### config.mk
export PLATFORM = sky130hd
export DESIGN_NAME = line_fill_responder
export DESIGN_NICKNAME = d
export VERILOG_FILES = /design/src/rtl/mem_pkg.sv /design/src/rtl/resp_fifo.sv /design/src/rtl/line_fill_responder.sv
export SDC_FILE = /design/constraint.sdc
export NUM_CORES = 1
export LEC_CHECK = 0
export CAP_MARGIN = 20
export CORE_MARGIN = 8
export CORE_UTILIZATION = 41
export CTS_CLUSTER_SIZE = 20
export DETAILED_ROUTE_END_ITERATION = 7
export PLACE_DENSITY_LB_ADDON = 0.08
export SLEW_MARGIN = 15
export SYNTH_ARGS = -nofsm -noshare
export SYNTH_HDL_FRONTEND = slang
export SYNTH_SLANG_ARGS = --single-unit
### constraint.sdc
create_clock -name clk -period 4 [get_ports clk]
set_input_delay 0.6 -clock clk [delete_from_list [all_inputs] [get_ports clk]]
set_output_delay 0.6 -clock clk [all_outputs]
set_load 0.05 [all_outputs]
### src/rtl/mem_pkg.sv
// Shared types and constants for the i-cache line-fill responder.
package mem_pkg;

  typedef enum logic [1:0] {
    IDLE  = 2'd0,
    READ  = 2'd1,
    DRAIN = 2'd2,
    ERR   = 2'd3
  } resp_state_t;

  // Data returned on the single error beat of an out-of-range request.
  localparam logic [63:0] POISON = 64'hAAAA_AAAA_AAAA_AAAA;

  // Beats per line: line size in bits divided by beat width.
  function automatic int beats_f(input int offwidth, input int width);
    return ((2 ** offwidth) * 8) / width;
  endfunction

endpackage

### src/rtl/resp_fifo.sv
// Two-entry return-data FIFO; each entry carries a beat plus its last flag.
module resp_fifo #(
  parameter int W = 65
) (
  input  logic         clk,
  input  logic         rst_n,
  input  logic         push_i,
  input  logic         pop_i,
  input  logic [W-1:0] din_i,
  output logic [W-1:0] dout_o,
  output logic [1:0]   count_o,
  output logic         empty_o
);

  logic [W-1:0] mem_q [2];
  logic         wr_ptr_q, rd_ptr_q;
  logic [1:0]   count_q, count_d;

  // Occupancy next state: simultaneous push and pop leaves it unchanged.
  always_comb begin
    count_d = count_q;
    case ({push_i, pop_i})
      2'b10:   count_d = count_q + 2'd1;
      2'b01:   count_d = count_q - 2'd1;
      default: count_d = count_q;
    endcase
  end

  // Pointers and occupancy, cleared by reset.
  always_ff @(posedge clk or negedge rst_n) begin
    if (!rst_n) begin
      wr_ptr_q <= 1'b0;
      rd_ptr_q <= 1'b0;
      count_q  <= 2'd0;
    end else begin
      if (push_i) wr_ptr_q <= ~wr_ptr_q;
      if (pop_i)  rd_ptr_q <= ~rd_ptr_q;
      count_q <= count_d;
    end
  end

  // Storage needs no reset; entries are only visible when counted.
  always_ff @(posedge clk) begin
    if (push_i) mem_q[wr_ptr_q] <= din_i;
  end

  assign dout_o  = mem_q[rd_ptr_q];
  assign count_o = count_q;
  assign empty_o = (count_q == 2'd0);

endmodule

### src/rtl/line_fill_responder.sv
// Line-fill responder: reads a cache line critical-word-first from a
// synchronous word memory and returns it as a wrapped burst of beats.
module line_fill_responder
  import mem_pkg::*;
#(
  parameter int WIDTH    = 64,
  parameter int OFFWIDTH = 6,
  parameter int MEMAW    = 16
) (
  input  logic             clk,
  input  logic             reset,
  input  logic             req_valid,
  output logic             req_ready,
  input  logic [WIDTH-1:0] req_addr,
  output logic             resp_valid,
  input  logic             resp_ready,
  output logic [WIDTH-1:0] resp_data,
  output logic             resp_last,
  output logic             resp_err,
  output logic             mem_rd_en,
  output logic [MEMAW-1:0] mem_rd_addr,
  input  logic [WIDTH-1:0] mem_rd_data
);

  localparam int BEATS = beats_f(OFFWIDTH, WIDTH);
  localparam int IDXW  = OFFWIDTH - 3;
  localparam int LBW   = MEMAW + 3 - OFFWIDTH;

  resp_state_t     state_q;
  logic [LBW-1:0]  line_base_q;
  logic [IDXW-1:0] start_q, issue_cnt_q, word_idx;
  logic            inflight_q, inflight_last_q;
  logic [WIDTH:0]  head;
  logic [1:0]      fifo_count;
  logic            fifo_empty, pop, issue, range_err, last_issue;
  logic [2:0]      occ;
  logic            unused_addr_bits;

  assign unused_addr_bits = ^req_addr[2:0];
  assign range_err  = |req_addr[WIDTH-1:MEMAW+3];
  assign pop        = !fifo_empty && resp_ready;
  // Entries that will occupy the FIFO at the end of this cycle; a new read
  // lands one cycle later, so it is only safe while this is below two.
  assign occ        = {1'b0, fifo_count} + {2'b0, inflight_q} - {2'b0, pop};
  assign issue      = (state_q == READ) && (occ < 3'd2);
  assign last_issue = (issue_cnt_q == IDXW'(BEATS - 1));
  assign word_idx   = start_q + issue_cnt_q;

  assign req_ready   = (state_q == IDLE);
  assign mem_rd_en   = issue;
  assign mem_rd_addr = {line_base_q, word_idx};
  assign resp_valid  = (state_q == ERR) || !fifo_empty;
  assign resp_err    = (state_q == ERR);
  assign resp_last   = (state_q == ERR) || (!fifo_empty && head[WIDTH]);
  assign resp_data   = (state_q == ERR) ? POISON[WIDTH-1:0] :
                       (fifo_empty ? '0 : head[WIDTH-1:0]);

  // Request capture, read sequencing and burst completion.
  always_ff @(posedge clk or negedge reset) begin
    if (!reset) begin
      state_q         <= IDLE;
      line_base_q     <= '0;
      start_q         <= '0;
      issue_cnt_q     <= '0;
      inflight_q      <= 1'b0;
      inflight_last_q <= 1'b0;
    end else begin
      inflight_q      <= issue;
      inflight_last_q <= issue && last_issue;
      case (state_q)
        IDLE: begin
          if (req_valid) begin
            line_base_q <= req_addr[MEMAW+2:OFFWIDTH];
            start_q     <= req_addr[OFFWIDTH-1:3];
            issue_cnt_q <= '0;
            state_q     <= range_err ? ERR : READ;
          end
        end
        READ: begin
          if (issue) begin
            issue_cnt_q <= issue_cnt_q + 1'b1;
            if (last_issue) state_q <= DRAIN;
          end
        end
        DRAIN: begin
          if (pop && head[WIDTH]) state_q <= IDLE;
        end
        ERR: begin
          if (resp_ready) state_q <= IDLE;
        end
        default: state_q <= IDLE;
      endcase
    end
  end

  resp_fifo #(.W(WIDTH + 1)) u_fifo (
    .clk     (clk),
    .rst_n   (reset),
    .push_i  (inflight_q),
    .pop_i   (pop),
    .din_i   ({inflight_last_q, mem_rd_data}),
    .dout_o  (head),
    .count_o (fifo_count),
    .empty_o (fifo_empty)
  );

endmodule

==> flow_summary.json <==
{
  "netlist.area_leader.share_pct": 62.2,
  "yosysTopAreaCell": "edfxtp_1",
  "critPathSlowestCell": "clkdlybuf4s50_1",
  "dpl.hpwl_um": 11400,
  "fillCellCount": 1141,
  "drt-pass1-iter-count": 4,
  "worst_ir_drop_vdd_v": 0.000450,
  "place_ws_ns": 0.721,
  "setup-violations-final": 0,
  "netlist_instances": 426,
  "num_vias": 4176,
  "crit_family": "buffers and inverters",
  "wl_um": 15900,
  "cts_root_buffer": "clkbuf_16",
  "min_path_type": "flop to flop",
  "crit_path_end_kind": "output pin",
  "syn_area_per_cell_um2": 14.7,
  "die_w_um": 140,
  "skew_ns": 0.00741,
  "first_iter_violations": 140,
  "cts_setup_buffers": 0,
  "cts_resized": 0,
  "ys_seq_elements": 157,
  "arrival_ns": 2.69,
  "rsz0062_at_grt": "no",
  "slew_viol_final": 0,
  "min_period_ns": 3.29,
  "cts_tree": "done",
  "grt_max_degree": 66,
  "cts_buffers": 17,
  "route.detailed.drc": 0,
  "seq_area_mm2": 0.00458,
  "worstMarginPinSlew_ns": 1.01,
  "min_period_over_period_pct": 82.3,
  "grt_overflow": 0,
  "postPlaceCellArea_mm2": 0.00896,
  "multi_input_area_mm2": 0.00157,
  "p_leak_uw": 0.00363,
  "final_core_util_pct": 63.5,
  "area_delta_synth_final_pct": 52.7,
  "setup_slack_ns": 0.707,
  "port_buffers": 213,
  "fmax_mhz": 304,
  "die_area_mm2": 0.0195,
  "clk_latency_ns": 0.42,
  "cp_max_fo": 5,
  "cp_num_buf_inv": 3,
  "ys_seq_area_share_pct": 72.9,
  "clkSlewWorstSetupHoldPaths_ns": 0.06,
  "first_global_vias": 4496,
  "start_util_pct": 41.6,
  "synth.area.top_cells": "edfxtp_1 62%, dfrtp_1 11%, mux2i_1 10%",
  "hold_buffers": 0,
  "grtUsageTotal_pct": 16.5,
  "diodes": 0,
  "htree_num_levels": 4,
  "syn-cell-area_mm2": 0.00628,
  "synth_cell_types": 32,
  "critPathKind": "input port to output pin",
  "pwr_density_cell_mw_per_mm2": 550,
  "status": "finished clean",
  "crit_required_ns": 3.40,
  "fin_area_mm2": 0.00959,
  "slowest_delay_ns": 0.56,
  "ant_nets": 0,
  "io_pins": 217,
  "finalHoldViolCount": 0,
  "nets": 783,
  "avgRoutedWirePerCell_um": 18.8,
  "path_cells": "clkdlybuf4s50_1 -> inv_1 -> nor3b_2 -> o21ai_1 -> fa_1 -> xnor2_1 -> and4b_1 -> buf_12",
  "finalSetupTns_ns": 0,
  "slew_headroom_pct": 32.6,
  "core_area_mm2": 0.0151,
  "antenna_found_initial": 0,
  "syn-num-nets": 563,
  "place_congestion": 0.783,
  "max_cap_viol_count": 0,
  "vias_per_cell": 4.93,
  "clkSinkCount": 157,
  "total_power_uw": 5280,
  "startpoint_type": "input port",
  "rows": 45,
  "cts_buffer_depth": 2,
  "die_h_um": 140,
  "yosys_warnings": 0,
  "drive_above_1_share_pct": 12.1,
  "grt_first_pass_wirelength_um": 24900
}
-- placed cells by master, fill, tap and decap left out, drive strengths merged, types with 2 or more instances in the layout --
master,count
clkdlybuf4s50,180
edfxtp,130
mux2i,65
nand2,60
buf,42
nor2,37
o21ai,37
dfrtp,27
clkbuf,19
nor4,11
inv,7
clkinv,7
bufinv,5
xnor2,4
a21oi,3
nand4,3
ha,3
xor2,2
a31o,2
fa,2
nor2b,2
and2,2
-- sequential cells by signal, summed over array words and instances, names as in the netlist, 2 cells and up --
register        flops
u_fifo.count_o      2
state_q             2
line_base_q        13
start_q             3
issue_cnt_q         3
u_fifo.mem_q      130
-- worst reg2reg max path, delay by kind of cell (launching register included) --
| family | cells | cell delay [ns] |
|---|---|---|
| and+or+nand+nor | 3 | 0.71 |
| xor gates and xnor gates | 1 | 0.14 |
| adders and majority gates | 1 | 0.40 |
| buffers and inverters | 1 | 0.19 |
| DFF | 1 | 0.51 |
| AOI/OAI and AO/OA | 2 | 0.34 |
-- synth_stat cells, drive strengths merged --
master / number
nand2: 60
mux2i: 65
xnor2: 4
inv: 7
nor3b: 1
o31ai: 1
buf: 14
nor2: 37
clkbuf: 7
mux2: 1
a21oi: 3
a31o: 2
and4b: 1
dfrtp: 27
fa: 2
nor3: 1
edfxtp: 130
a311o: 1
nor4: 11
nor2b: 2
nand4: 3
and2: 2
o21ai: 37
a32oi: 1
or2: 1
xor2: 2
ha: 3
-- area by class of cell --
type | instances | area share, %
inverter | 7 | 0.274
clock buffer | 19 | 4.51
multi-input combinational | 241 | 16.4
sequential | 157 | 47.8
tap | 188 | 2.45
timing repair buffer | 222 | 26.5
clock inverter | 13 | 2.05
-- power breakdown --
part / internal, µW / switching, µW / leakage, µW
Sequential: 1870 / 176 / 0.00151
Clock: 1100 / 607 / 0.000303
Combinational: 639 / 884 / 0.00181
-- routing by layer --
metal  vias to the layer above  routed length [µm]  global-route usage (%)
li1                       2001                   -                       -
met1                      1995                6320                    18.4
met2                       165                7740                    26.6
met3                        15                1580                    8.76
met4                         0                 244                    5.66
met5                         -                   0                       0
-- cell families (layout without fill, tap and decap cells) --
logic type | after synthesis | count (layout) | share of synthesized area, %
simple gates | 119 | 119 | 8.21
mux | 66 | 66 | 10.6
buf+inv | 28 | 261 | 2.21
xor+xnor | 6 | 6 | 0.837
compound gates | 45 | 45 | 3.97
fa+ha+maj | 5 | 5 | 1.24
flops | 157 | 157 | 72.9
-- metrics by stage --
step,hold WS [ns],std cells
final,0.458,847
after global placement,0.433,815
after global routing,0.480,847
after detailed placement,0.455,815
after floorplan,0.304,426
after CTS,0.468,847
-- path summary, 6_finish.rpt --
check / from / end / slack (ns) / cells after the start
worst min register to register: inflight_last_q / u_fifo.mem_q[1][64] / 0.46 / 0
max in group asynchronous: reset / u_fifo.rd_ptr_q / 2.68 / 2
worst max register to register: u_fifo.count_o[1] / state_q[0] / 1.61 / 8
min in group asynchronous: reset / line_base_q[1] / 0.64 / 1
worst min-delay path: inflight_last_q / u_fifo.mem_q[1][64] / 0.46 / 0
worst max-delay path: resp_ready / mem_rd_en / 0.71 / 8
Note: power is estimated with default switching activity, not from simulation.
